**config.mk**
```make
export PLATFORM = sky130hd
export DESIGN_NAME = alu_slice_unit
export DESIGN_NICKNAME = d
export VERILOG_FILES = /design/src/rtl/alu_slice_pkg.sv /design/src/rtl/alu_bit_slice.sv /design/src/rtl/alu_slice_unit.sv
export SDC_FILE = /design/constraint.sdc
export NUM_CORES = 1
export LEC_CHECK = 0
export CORE_MARGIN = 5
export CORE_UTILIZATION = 30
export CTS_CLUSTER_DIAMETER = 40
export DETAILED_ROUTE_END_ITERATION = 8
export MAX_ROUTING_LAYER = met4
export PLACE_DENSITY = 0.66
export REMOVE_ABC_BUFFERS = 1
export SYNTH_ARGS = -nofsm -noshare
export SYNTH_HDL_FRONTEND = slang
export SYNTH_SLANG_ARGS = --single-unit
```
**constraint.sdc**
```tcl
create_clock -name clk -period 0.8 [get_ports clk]
set_input_delay 0.12 -clock clk [delete_from_list [all_inputs] [get_ports clk]]
set_output_delay 0.12 -clock clk [all_outputs]
set_load 0.05 [all_outputs]
```
**src/rtl/alu_slice_pkg.sv**
```systemverilog
// alu_slice_pkg: op encodings and default width shared by the ALU slice unit
package alu_slice_pkg;
  localparam int DEFAULT_WIDTH = 8;
  localparam logic [1:0] OP_NAND    = 2'b00;
  localparam logic [1:0] OP_XNOR    = 2'b01;
  localparam logic [1:0] OP_NOR_NB  = 2'b10;
  localparam logic [1:0] OP_ADD_INV = 2'b11;
endpackage

```
**src/rtl/alu_bit_slice.sv**
```systemverilog
// alu_bit_slice: one ALU bit with operand inversion, gates, full adder and result mux
module alu_bit_slice
  import alu_slice_pkg::*;
(
  input  logic a,
  input  logic b,
  input  logic ci,
  input  logic s0,
  input  logic s1,
  output logic y,
  output logic co
);
  logic ia, ib, sum;
  logic [1:0] op;
  always_comb begin
    op  = {s1, s0};
    ia  = a ^ s0;
    ib  = b ^ s1;
    sum = ia ^ ib ^ ci;
    co  = (ia & ib) | (ci & (ia ^ ib));
    y   = op == OP_ADD_INV ? sum :
          op == OP_NOR_NB  ? ~(ia | ib) :
          op == OP_XNOR    ? ia ^ ib : ~(ia & ib);
  end
endmodule

```
**src/rtl/alu_slice_unit.sv**
```systemverilog
// alu_slice_unit: registered N-bit ALU built from ripple-chained bit slices
module alu_slice_unit
  import alu_slice_pkg::*;
#(
  parameter int WIDTH = DEFAULT_WIDTH
) (
  input  logic             clk,
  input  logic             rst_n,
  input  logic             in_valid,
  input  logic             s0,
  input  logic             s1,
  input  logic [WIDTH-1:0] a,
  input  logic [WIDTH-1:0] b,
  input  logic             c,
  output logic [WIDTH-1:0] result,
  output logic             carry,
  output logic             zero,
  output logic             overflow,
  output logic             out_valid
);
  logic [WIDTH:0]   ci;
  logic [WIDTH-1:0] y;
  assign ci[0] = c;
  for (genvar i = 0; i < WIDTH; i++) begin : g_slice
    alu_bit_slice u_slice (
      .a (a[i]),
      .b (b[i]),
      .ci(ci[i]),
      .s0(s0),
      .s1(s1),
      .y (y[i]),
      .co(ci[i+1])
    );
  end
  // equal-sign operands with a differing sum sign is exactly carry-into-MSB != carry-out
  always_ff @(posedge clk or negedge rst_n) begin
    if (!rst_n) begin
      result    <= '0;
      carry     <= 1'b0;
      zero      <= 1'b0;
      overflow  <= 1'b0;
      out_valid <= 1'b0;
    end else begin
      out_valid <= in_valid;
      if (in_valid) begin
        result   <= y;
        carry    <= ci[WIDTH];
        zero     <= ~|y;
        overflow <= ci[WIDTH] ^ ci[WIDTH-1];
      end
    end
  end
endmodule

```
# == Word-level counts from Yosys, hierarchy flattened ==
# Cells that the tools add are included.
# totals
in_bits,22
wordCells,115
regBits,12
out_inout_bits,12
# op_classes
bitwise_logic,81
mux,24
eq_ne,3
reduce_logical,2
# op_table
operator,count
XOR 1 bit,33
2-to-1 mux 1 bit,24
AND 1 bit,16
inverter 1 bit,16
bitwise OR 1 bit,16
OR reduction 8 bit,1
== test 2 bit (second input constant),2
== test 2 x 1 -> 1 bit (second input constant),1
logical NOT 1 bit,1

# == Depth between registers and ports, before layout ==
# Gate-level depths: netlist (run 1).
# logic_depth
depth_word,20
mapped_depth,21
depth_no_buf,19

# == Hierarchy ==
# A second synthesis (run 1) with hierarchy kept.
# unflattened
hier_cells,102
area_unflattened_um2,1232.4
# by_module_without_submodules
mod,cells_each,seq_area_each_um2,area_per_inst_um2,n_inst
alu_bit_slice,9,0.0,96.3,8
alu_slice_unit,30,300.3,461.7,1

# == Least setup slack after synthesis (run 1) ==
# No wires, ideal clock.
# synth_path
path_type,input port to flip-flop
startpoint,in s0
endpoint,reg zero
setup_ns,0.104
setup_slack_ns,-3.877
n_path_buf,2
t_arrival_ns,4.574
path_stages,18
cell_sequence,buf_6 > buf_1 > xnor2_1 > inv_1 > fa_1 > fa_1 > inv_1 > fa_1 > inv_1 > fa_1 > inv_1 > fa_1 > inv_1 > fa_1 > fa_1 > mux4_2 > or4b_1 > o41ai_2
# synth_between
elab_chain_cells,20
elab_cells_between_ends,99
cone_classes,eq/ne (3); mux (24); bitwise (70); reduce/logical (2)
# synth_rtl
element,line_no,rtl
start: declaration,alu_slice_unit.sv:10,"input logic s0,"
XOR 1 bit,alu_bit_slice.sv:17,ia = a ^ s0;
XOR 1 bit,"alu_bit_slice.sv:19, alu_bit_slice.sv:20, alu_bit_slice.sv:23",
AND 1 bit,alu_bit_slice.sv:20,co = (ia & ib) | (ci & (ia ^ ib));
bitwise OR 1 bit,alu_bit_slice.sv:20,
AND 1 bit,alu_bit_slice.sv:20,
bitwise OR 1 bit,alu_bit_slice.sv:20,
AND 1 bit,alu_bit_slice.sv:20,
bitwise OR 1 bit,alu_bit_slice.sv:20,
[... 4 more ...],-,
AND 1 bit,alu_bit_slice.sv:20,
bitwise OR 1 bit,alu_bit_slice.sv:20,
AND 1 bit,alu_bit_slice.sv:20,
bitwise OR 1 bit,alu_bit_slice.sv:20,
XOR 1 bit,alu_bit_slice.sv:19,sum = ia ^ ib ^ ci;
2-to-1 mux 1 bit,alu_bit_slice.sv:21,y = op == OP_ADD_INV ? sum :
OR reduction 8 bit *,alu_slice_unit.sv:48,zero <= ~|y;
logical NOT 1 bit *,alu_slice_unit.sv:48,
end signal: assignment,alu_slice_unit.sv:48,
end: declaration,alu_slice_unit.sv:17,"output logic zero,"
# Mark *: on every way between the ends. The rest lies on a longest branch, timed or not.
# A chain may end at the register's enable or synchronous reset.

# == Final worst setup path (run 1) ==
# layout_path
startpoint,in a[0]
endpoint,reg zero
# layout_between
elab_chain_cells,20
elab_cells_between_ends,40
cone_classes,mux (10); bitwise (28); reduce/logical (2)
# layout_rtl
element,line_no,rtl
start: declaration,alu_slice_unit.sv:12,"input logic [WIDTH-1:0] a,"
XOR 1 bit *,alu_bit_slice.sv:17,
XOR 1 bit,"alu_bit_slice.sv:19, alu_bit_slice.sv:20, alu_bit_slice.sv:23",
AND 1 bit,alu_bit_slice.sv:20,
bitwise OR 1 bit,alu_bit_slice.sv:20,
AND 1 bit,alu_bit_slice.sv:20,
bitwise OR 1 bit,alu_bit_slice.sv:20,
AND 1 bit,alu_bit_slice.sv:20,
bitwise OR 1 bit,alu_bit_slice.sv:20,
[... 4 more ...],-,
AND 1 bit,alu_bit_slice.sv:20,
bitwise OR 1 bit,alu_bit_slice.sv:20,
AND 1 bit,alu_bit_slice.sv:20,
bitwise OR 1 bit,alu_bit_slice.sv:20,
XOR 1 bit,alu_bit_slice.sv:19,
2-to-1 mux 1 bit,alu_bit_slice.sv:21,
OR reduction 8 bit *,alu_slice_unit.sv:48,
logical NOT 1 bit *,alu_slice_unit.sv:48,
# Marked as above.

==> metrics.yaml, run 1 <==
hold_class: "in2async"
p_total_mw: 4.19
synth_top_area_share_pct: 23.3
ys_seq_area_share_pct: 23.3
ys_seq_elements: 12
nFillCells: 346
clkTransAtPathRegs_ns: 0.05
drtAntennaViolNets: 0
track_usage_pct: 12.9
drt-initial-drc-count: 50
dieArea_sq_mm: 0.00571
synth_top_cell_by_area: "dfrtp_1"
hold_slack_ns: 0.205
rsz0062_at_grt: "true"
slew_headroom_pct: 79.7
clock_path_buffers: 2
grt_start_max_net_pins: 19
drcViolationCount: 0
insertion_delay_ns: 0.24
cts_tree: "done"
grt_pass1_wl_mm: 5.33
ioPinCount: 34
drv_cap: 0
dp.final_hpwl_mm: 2.64
syn_to_final_growth_pct: 79.3
synthTopCellsByArea: "dfrtp_1 23%, ha_1 16%, fa_1 12%"
final_util_pct: 56.6
violations: "setup timing"
setup_slack_ns: -3.16
std_cell_rows: 23
cts.sinks: 12
grt_pass1_vias: 1185
cp-start-kind: "primary input"
yosysWarnings: 0
vias_per_cell: 4.52
mappedNetlistArea_sq_mm: 0.00129
synth_cell_type_count: 20
status: "finished, violations left"
coreArea_sq_mm: 0.00409
vias: 1099
crit_type: "in2reg"
r2r_start: "carry"
rr_worst_depth: 4
initial_core_util_pct: 31.6
die_h_um: 75.6
r2r_setup_slack_ns: -0.09
fin_nets: 241
required_ns: 0.94
hold_viol: 0
synthCells: 119
pre_cts_ws_ns: -4.05
dr.pass1.iters: 2
numPortBuffers: 33
diodes: 0
p_leak_nw: 1.15
min_period_over_period_pct: 495
vdd_drop_max_uv: 935
cts_made_buffers: 3
clockRootBuffer: "clkbuf_8"
setup_viol: 23
gr-total-overflow: 0
wl_mm: 3.40
place_area_sq_mm: 0.00203
finalInstanceArea_sq_mm: 0.00231
slew_violations: 0
antenna_found_initial: 0
avgSynthCellArea_sq_um: 10.8
critPathArrivalTime_ns: 4.10
routedWlPerCell_um: 14.0
reg2reg_to: "carry"
tightest_slew_ns: 0.303
place_congestion: 0.740
drive_above_1_share_pct: 51.8
h-tree-depth: 1
skew_ns: 0
endpoint_kind: "register"
critPathMaxFanout: 2
max_freq_mhz: 253
die_w_um: 75.6
fin_crit_ns: 3.96
power_density_mw_per_mm2: 1810
[metal layers]
metal / GRT usage (%) / routed length, um / up-vias
met2: 23.7 / 1870 / 25
li1: - / - / 517
met5: - / 0 / -
met3: 2.24 / 153 / 8
met1: 13.3 / 1310 / 549
met4: 5.83 / 69 / 0
[kinds of logic (layout without fill, tap and decap cells)]
group | after synthesis | in the layout | share of synthesized area [%]
flip-flops | 12 | 12 | 23.3
buffers and inverters | 36 | 110 | 11.6
AND/OR/NAND/NOR | 10 | 10 | 3.59
multiplexers | 14 | 14 | 18.6
AO/OA/AOI/OAI | 6 | 6 | 3.40
XOR/XNOR | 17 | 17 | 11.5
adder cells (fa/ha/maj) | 24 | 24 | 27.9
[placed cells by master, fill, tap and decap left out]
master	synthesis	final
xnor2_1	3	2
inv_2	0	7
a21oi_1	2	1
nor2_1	5	5
xor2_4	0	2
dlymetal6s2s_1	0	3
inv_1	31	24
nand2_2	0	1
a21oi_2	0	1
buf_12	0	15
or4b_1	1	1
nand2_1	3	2
mux2_2	7	2
mux4_2	6	6
or3_1	1	1
clkbuf_8	0	3
mux4_1	1	1
ha_1	16	16
a211oi_1	1	1
buf_6	2	4
clkdlybuf4s50_1	0	13
dlygate4sd2_1	0	1
mux2_4	0	5
xnor2_4	0	1
xor2_2	0	2
o41ai_2	1	1
buf_4	0	39
dfrtp_1	12	12
buf_8	0	1
o21ai_2	0	2
fa_2	0	8
xor2_1	14	10
[stage by stage]
| step | TNS, ns | instances |
|---|---|---|
| global route | -25.89 | 243 |
| CTS | -25.88 | 237 |
| finish | -24.59 | 243 |
| detailed placement | -31.90 | 230 |
| global placement | -30.87 | 230 |
| floorplan | -24.08 | 114 |
[area by class of cell]
cell class	instances	area [sq um]	share of cell area [%]
clock buffers	3	41.3	1.78
inverters	31	116	5.03
multi-input cells	71	963	41.6
flip-flops and latches	12	300	13.0
well taps	50	62.6	2.70
repair buffers	76	830	35.9
[flip-flops by register name, summed over array words and instances (netlist names)]
name       count
result         8
carry          1
out_valid      1
overflow       1
zero           1
[synthesized netlist by cell type]
cell / number
nor2_1: 5
buf_1: 1
fa_1: 8
buf_6: 2
or3_1: 1
ha_1: 16
a21oi_1: 2
o41ai_2: 1
dfrtp_1: 12
xnor2_1: 3
mux2_2: 7
inv_1: 31
xor2_1: 14
or4b_1: 1
clkbuf_1: 2
mux4_1: 1
o21ai_0: 2
mux4_2: 6
nand2_1: 3
a211oi_1: 1
[worst max path at each step]
| stage | from | endpoint | slack (ns) | cells past startpoint |
|---|---|---|---|---|
| 2_1_floorplan | s0 | zero | -3.33 | 16 |
| 3_3_place_gp | s0 | zero | -3.93 | 17 |
| 3_5_place_dp | s0 | zero | -4.05 | 17 |
| 4_1_cts | a[0] | zero | -3.22 | 17 |
| 5_1_grt | a[0] | zero | -3.27 | 17 |
| 6_report | a[0] | zero | -3.16 | 17 |
[power by group]
group	internal, mW	switching (mW)	leakage, nW	total [mW]
Combinational	1.50	1.22	0.986	2.72
Sequential	0.752	0.174	0.142	0.926
Clock	0.332	0.219	0.0216	0.550
Total	2.58	1.61	1.15	4.19
[worst max-delay path: stages]
cell     delay [ns]
buf_8          0.10
xnor2_4        0.16
inv_2          0.07
fa_2           0.36
fa_2           0.35
inv_2          0.06
fa_2           0.19
inv_2          0.04
fa_2           0.35
inv_2          0.07
fa_2           0.19
inv_2          0.04
fa_2           0.34
fa_2           0.44
mux4_2         0.50
or4b_1         0.52
o41ai_2        0.19
[repair_timing]
action / in CTS / in global routing
resized for setup: 42 / 26
endpoints found under the setup margin: 23 / 23
pin swaps: 14 / 7
setup buffers: 5 / 7
hold buffers: 0 / 0
hold endpoints to repair: 0 / 0
gates cloned: 0 / 0
Note: power is estimated with default switching activity, not from simulation.
==> run 2: changes to the inputs <==
--- a/config.mk
+++ b/config.mk
@@ -5,12 +5,14 @@
 export SDC_FILE = /design/constraint.sdc
 export NUM_CORES = 1
 export LEC_CHECK = 0
+export CELL_PAD_IN_SITES_DETAIL_PLACEMENT = 2
+export CELL_PAD_IN_SITES_GLOBAL_PLACEMENT = 2
 export CORE_MARGIN = 5
 export CORE_UTILIZATION = 30
 export CTS_CLUSTER_DIAMETER = 40
 export DETAILED_ROUTE_END_ITERATION = 8
 export MAX_ROUTING_LAYER = met4
-export PLACE_DENSITY = 0.66
+export PLACE_DENSITY = 0.91
 export REMOVE_ABC_BUFFERS = 1
 export SYNTH_ARGS = -nofsm -noshare
 export SYNTH_HDL_FRONTEND = slang
==> run 2 against run 1 <==
  * The run still ends with setup timing left
  * Via count is 5.4% higher
  * Hold slack lost 0.032 ns
  * Die area is the same
  * Combinational power increased by 12%
  * First-iteration DRC count decreased by 24%
  * Non-clock buffer count down 1
  * Core utilization is 0.64 points higher
  * Design area rose by 1.1%
  * Register-to-register slack lost 0.09 ns
  * Worst setup slack worse by 0.054 ns
  * Sequential share of layout area fell by 0.092 points
  * Critical path type unchanged
  * Critical endpoint unchanged
  * Highest routed layer unchanged
==> metrics.yaml, run 2 (synthesis results as in run 1) <==
r2r_setup_slack_ns: -0.18
fin_nets: 240
die_w_um: 75.6
numPortBuffers: 33
hold_viol: 0
cp-start-kind: "primary input"
final_common_cell: "buf_4"
vias_per_cell: 4.77
insertion_delay_ns: 0.26
ioPinCount: 34
p_leak_nw: 1.12
syn_to_final_growth_pct: 81.4
std_cell_rows: 23
track_usage_pct: 21.7
clockRootBuffer: "clkbuf_8"
antenna_found_initial: 0
clock_path_buffers: 2
grt_pass1_wl_mm: 8.29
coreArea_sq_mm: 0.00409
cts_made_buffers: 3
power_density_mw_per_mm2: 2030
max_freq_mhz: 249
cts.sinks: 12
die_h_um: 75.6
endpoint_kind: "register"
place_congestion: 0.774
grt_pass1_vias: 1469
violations: "setup timing"
dr.pass1.iters: 6
wl_mm: 6.12
min_period_over_period_pct: 502
largest_reg_flops: 8
rr_worst_depth: 2
fin_crit_ns: 4.01
cts_tree: "done"
drcViolationCount: 0
drt-initial-drc-count: 38
final_cells: 243
final_cell_mix: "37 x buf_4, 24 x inv_1, 15 x ha_1, 14 x clkdlybuf4s50_1, 14 x buf_12"
vias: 1158
crit_type: "in2reg"
vdd_drop_max_uv: 1180
holdBufCountCts: 0
status: "finished, violations left"
required_ns: 0.97
critPathArrivalTime_ns: 4.18
critPathMaxFanout: 2
rsz0062_at_grt: "true"
dp.final_hpwl_mm: 3.84
pre_cts_ws_ns: -4.31
setup_slack_ns: -3.21
routedWlPerCell_um: 25.2
dp.cells: 224
drtAntennaViolNets: 0
skew_ns: 0
diodes: 0
dieArea_sq_mm: 0.00571
initial_core_util_pct: 31.6
reg2reg_to: "result[5]"
setup_viol: 23
drv_cap: 0
largest_register: "result"
grt_start_max_net_pins: 19
r2r_start: "result[5]"
gr-total-overflow: 0
hold_class: "in2async"
drive_above_1_share_pct: 54.4
crit_end: "zero"
h-tree-depth: 1
tightest_slew_ns: 0.511
cp-startpoint: "s0"
slew_headroom_pct: 65.7
slew_violations: 0
clkTransAtPathRegs_ns: 0.07
-- run 2: cell types whose count changed in the layout (fill, tap and decap cells not counted), moves of 2 or more --
cell            before  now
dlymetal6s2s_1       3    0
buf_4               39   37
dlygate4sd2_1        1    3
o21ai_2              2    0
-- run 2: critical path: stages --
cell,delay [ns]
buf_12,0.11
xnor2_4,0.18
inv_2,0.07
fa_2,0.37
fa_2,0.34
inv_2,0.07
fa_2,0.20
inv_2,0.04
fa_2,0.33
inv_2,0.07
fa_2,0.19
inv_2,0.04
fa_2,0.34
fa_2,0.41
mux4_2,0.49
or4b_4,0.53
o41ai_2,0.28
-- run 2: timing repair --
action | in CTS | in global routing
resized for setup | 63 | 14
pin swaps | 13 | 12
setup endpoints to repair | 23 | 23
buffers inserted | 9 | 6
-- run 2: report_power, final --
| group | internal [mW] | switching (mW) | total (mW) |
|---|---|---|---|
| sequential | 0.753 | 0.191 | 0.944 |
| clock | 0.439 | 0.321 | 0.760 |
| combinational | 1.57 | 1.48 | 3.05 |
-- run 2: metal layers --
| metal | part of all wire [%] | global-route usage, % | up-vias |
|---|---|---|---|
| met5 | 0 | - | - |
| met4 | 3.5 | 11.8 | 0 |
| met3 | 2.4 | 1.98 | 14 |
| met2 | 57 | 40.5 | 37 |
| met1 | 37 | 22.1 | 595 |
| li1 | - | - | 512 |
-- run 2: metrics by stage --
step	power [mW]	utilization [%]	setup TNS (ns)	cell area, sq um	hold slack (ns)
after global routing	4.97	57.3	-26.92	2340	0.203
after global placement	3.18	48.3	-30.96	1970	0.440
after CTS	4.43	54.0	-25.97	2210	0.181
after floorplan	2.00	-	-24.08	1260	-0.176
final	4.75	57.3	-25.73	2340	0.174
after detailed placement	3.42	48.3	-34.06	1970	0.444
-- run 2: worst min path at each step --
stage | slack (ns) | endpoint | depth (start not counted)
floorplan | -0.18 | carry | 0
global placement | 0.44 | result[2] | 2
detailed placement | 0.44 | zero | 2
CTS | 0.18 | zero | 2
global route | 0.20 | result[7] | 2
finish | 0.17 | result[7] | 2
-- run 2: layout make-up --
class / instances / area, sq um
well taps: 50 / 62.6
inverters: 31 / 116
clock buffers: 4 / 55.1
repair buffers: 75 / 811
flip-flops and latches: 12 / 302
multi-input cells: 71 / 993
fillers: 381 / 1750
==> run 3: changes to the inputs <==
--- a/config.mk
+++ b/config.mk
@@ -8,12 +8,14 @@
 export CELL_PAD_IN_SITES_DETAIL_PLACEMENT = 2
 export CELL_PAD_IN_SITES_GLOBAL_PLACEMENT = 2
 export CORE_MARGIN = 5
-export CORE_UTILIZATION = 30
+export CORE_UTILIZATION = 32
+export CTS_BUF_LIST = sky130_fd_sc_hd__clkbuf_8
 export CTS_CLUSTER_DIAMETER = 40
 export DETAILED_ROUTE_END_ITERATION = 8
 export MAX_ROUTING_LAYER = met4
-export PLACE_DENSITY = 0.91
+export PLACE_DENSITY = 0.94
 export REMOVE_ABC_BUFFERS = 1
 export SYNTH_ARGS = -nofsm -noshare
 export SYNTH_HDL_FRONTEND = slang
+export SYNTH_HIERARCHICAL = 1
 export SYNTH_SLANG_ARGS = --single-unit
==> run 3 against run 2 <==
  * The run still ends with setup timing left
  * Sequential share of layout area is 0.50 points higher
  * Clock skew is the same
  * Power is 0.73% lower
  * Critical path depth fell by 4
  * Die area down 9.1%
  * Worst setup slack worse by 0.21 ns
  * Wire length decreased by 9.4%
  * Core utilization rose by 3.8 points
  * Combinational power about the same
  * First-iteration DRC count is 13% higher
  * Final cell count decreased by 11%
  * Critical endpoint unchanged
  * Largest cell class unchanged
  * Largest power group unchanged
  * Highest routed layer unchanged
==> metrics.yaml, run 3 <==
vdd_drop_max_uv: 1130
grt_start_max_net_pins: 16
power_density_mw_per_mm2: 2090
numPortBuffers: 33
place_congestion: 0.800
ff_latch_area_sq_um: 302
die_h_um: 72.1
h-tree-depth: 1
p_total_mw: 4.72
min_period_over_period_pct: 528
yosys_most_used_dff: "dfrtp_1"
pwr-share-seq_pct: 20.4
synthCells: 102
p_switching_mw: 1.93
async_flop_share_pct: 100
final_util_pct: 61.1
coreArea_sq_mm: 0.00369
wl_mm: 5.54
synth.top_cells.by_count: "25 x inv_1, 16 x ha_1, 16 x xor2_1"
setup_slack_ns: -3.42
hold_class: "in2async"
p_int_mw: 2.79
grt_pass1_vias: 1315
critPathMaxFanout: 2
endpoint_kind: "register"
cp_slowest_stage_delay_ns: 0.55
ioPinCount: 34
critPathArrivalTime_ns: 4.40
dp.final_hpwl_mm: 3.34
swShare_pct: 40.9
slew_violations: 0
combinationalPowerShare_pct: 64.4
multi_input_area_sq_um: 1000
place_area_sq_mm: 0.00191
die_w_um: 72.1
gr-total-overflow: 0
rr_worst_depth: 2
clkTransAtPathRegs_ns: 0.07
setup_viol: 23
final_cell_mix: "25 x inv_1, 25 x buf_4, 16 x buf_12, 14 x clkdlybuf4s50_1, 13 x ha_1"
vias_per_cell: 4.75
synthMostInstantiatedCell: "inv_1"
synth_cell_type_count: 15
finalInstanceArea_sq_mm: 0.00225
vias: 1030
synth_edf_count: 0
hold_viol: 0
initial_core_util_pct: 33.4
clockPowerShare_pct: 15.2
std_cell_rows: 22
nFillCells: 326
holdBufCountCts: 0
drv_cap: 0
hold_slack_ns: 0.209
p_leak_nw: 1.06
antenna_found_initial: 0
violations: "setup timing"
largest_register: "result"
synth_top_area_share_pct: 24.4
clock_path_buffers: 2
max_freq_mhz: 237
crit_type: "in2reg"
cts.sinks: 12
cts_tree: "done"
fin_crit_ns: 4.22
dp.cells: 202
insertion_delay_ns: 0.24
path_cells: "buf_12, xor2_4, fa_2, fa_2, fa_2, fa_2, fa_2, fa_2, fa_2, fa_2, mux4_2, nor4_4, a32o_2"
avgSynthCellArea_sq_um: 12.1
grt_pass1_wl_mm: 8.56
diodes: 0
required_ns: 0.98
drt-initial-drc-count: 43
skew_ns: 0
cts_made_buffers: 3
syn_to_final_growth_pct: 82.7
routedWlPerCell_um: 25.5
largest_reg_flops: 8
cp-start-kind: "primary input"
slowest_stage: "mux4_2"
ys_seq_area_share_pct: 24.4
yosysWarnings: 6
status: "finished, violations left"
clockRootBuffer: "clkbuf_8"
rsz0062_at_grt: "true"
synthTopCellsByArea: "dfrtp_1 24%, ha_1 16%, mux4_2 15%"
drtAntennaViolNets: 0
slew_headroom_pct: 73.5
drive_above_1_share_pct: 52.1
synth_top_cell_by_area: "dfrtp_1"
mappedNetlistArea_sq_mm: 0.00123
path_common_cell: "fa_2"
drcViolationCount: 0
dieArea_sq_mm: 0.00519
dr.pass1.iters: 4
track_usage_pct: 23.9
final_cells: 217
ys_seq_elements: 12
tightest_slew_ns: 0.395
fin_nets: 216
==> run 3: timing repair <==
item | CTS | global route
setup buffers | 9 | 3
setup endpoints to repair | 23 | 23
resized for setup | 55 | 12
pin swaps | 14 | 1
endpoints found under the hold margin | 0 | 0
==> run 3: cell families (layout without fill, tap and decap cells) <==
| family | Yosys count | after routing | synth area share [%] |
|---|---|---|---|
| fa+ha+maj | 24 | 24 | 29.2 |
| compound gates | 2 | 2 | 1.22 |
| xor+xnor | 17 | 17 | 12.1 |
| mux | 17 | 17 | 22.8 |
| buf+inv | 26 | 93 | 8.53 |
| simple gates | 4 | 4 | 1.73 |
| flops | 12 | 12 | 24.4 |
==> run 3: critical path, delay by kind of cell <==
kind | cells | cell delay (ns)
adders and majority gates | 8 | 3.09
muxes | 1 | 0.55
buffers and inverters | 1 | 0.11
and+or+nand+nor | 1 | 0.15
xor gates and xnor gates | 1 | 0.18
AOI/OAI and AO/OA | 1 | 0.21
==> run 3: cell type report <==
| class | count | share of cell area (%) |
|---|---|---|
| multi-input combinational | 64 | 44.4 |
| timing repair buffer | 64 | 32.9 |
| sequential | 12 | 13.4 |
| inverter | 25 | 4.17 |
| tap | 48 | 2.67 |
| clock buffer | 4 | 2.44 |
==> run 3: power by group through the flow <==
stage	clock (mW)	combinational, mW	sequential [mW]
2_1_floorplan	0	0.664	1.38
3_3_place_gp	0	2.29	0.939
3_5_place_dp	0	2.45	0.953
4_1_cts	0.689	2.77	0.940
5_1_grt	0.768	3.19	0.973
6_report	0.718	3.04	0.960
==> run 3: worst paths after layout <==
| kind | start | to | slack (ns) |
|---|---|---|---|
| max | s0 | zero | -3.42 |
| min reg2reg | result[6] | result[6] | 0.59 |
| min | rst_n | result[0] | 0.21 |
| max in group asynchronous | rst_n | result[3] | 0.47 |
| min in group clk | in_valid | out_valid | 0.58 |
| max reg2reg | result[5] | result[5] | -0.16 |
==> run 3: layer usage <==
layer | track usage (%) | share of wire (%)
met4 | 3.13 | 1.8
met3 | 3.60 | 3.2
met1 | 26.6 | 38
met2 | 45.7 | 57
met5 | - | 0
==> run 3: stage by stage <==
stage,setup slack [ns],setup TNS [ns]
2_1_floorplan,-4.12,-30.26
3_3_place_gp,-4.70,-36.61
3_5_place_dp,-5.00,-37.93
4_1_cts,-3.39,-26.64
5_1_grt,-3.51,-27.93
6_report,-3.42,-27.18
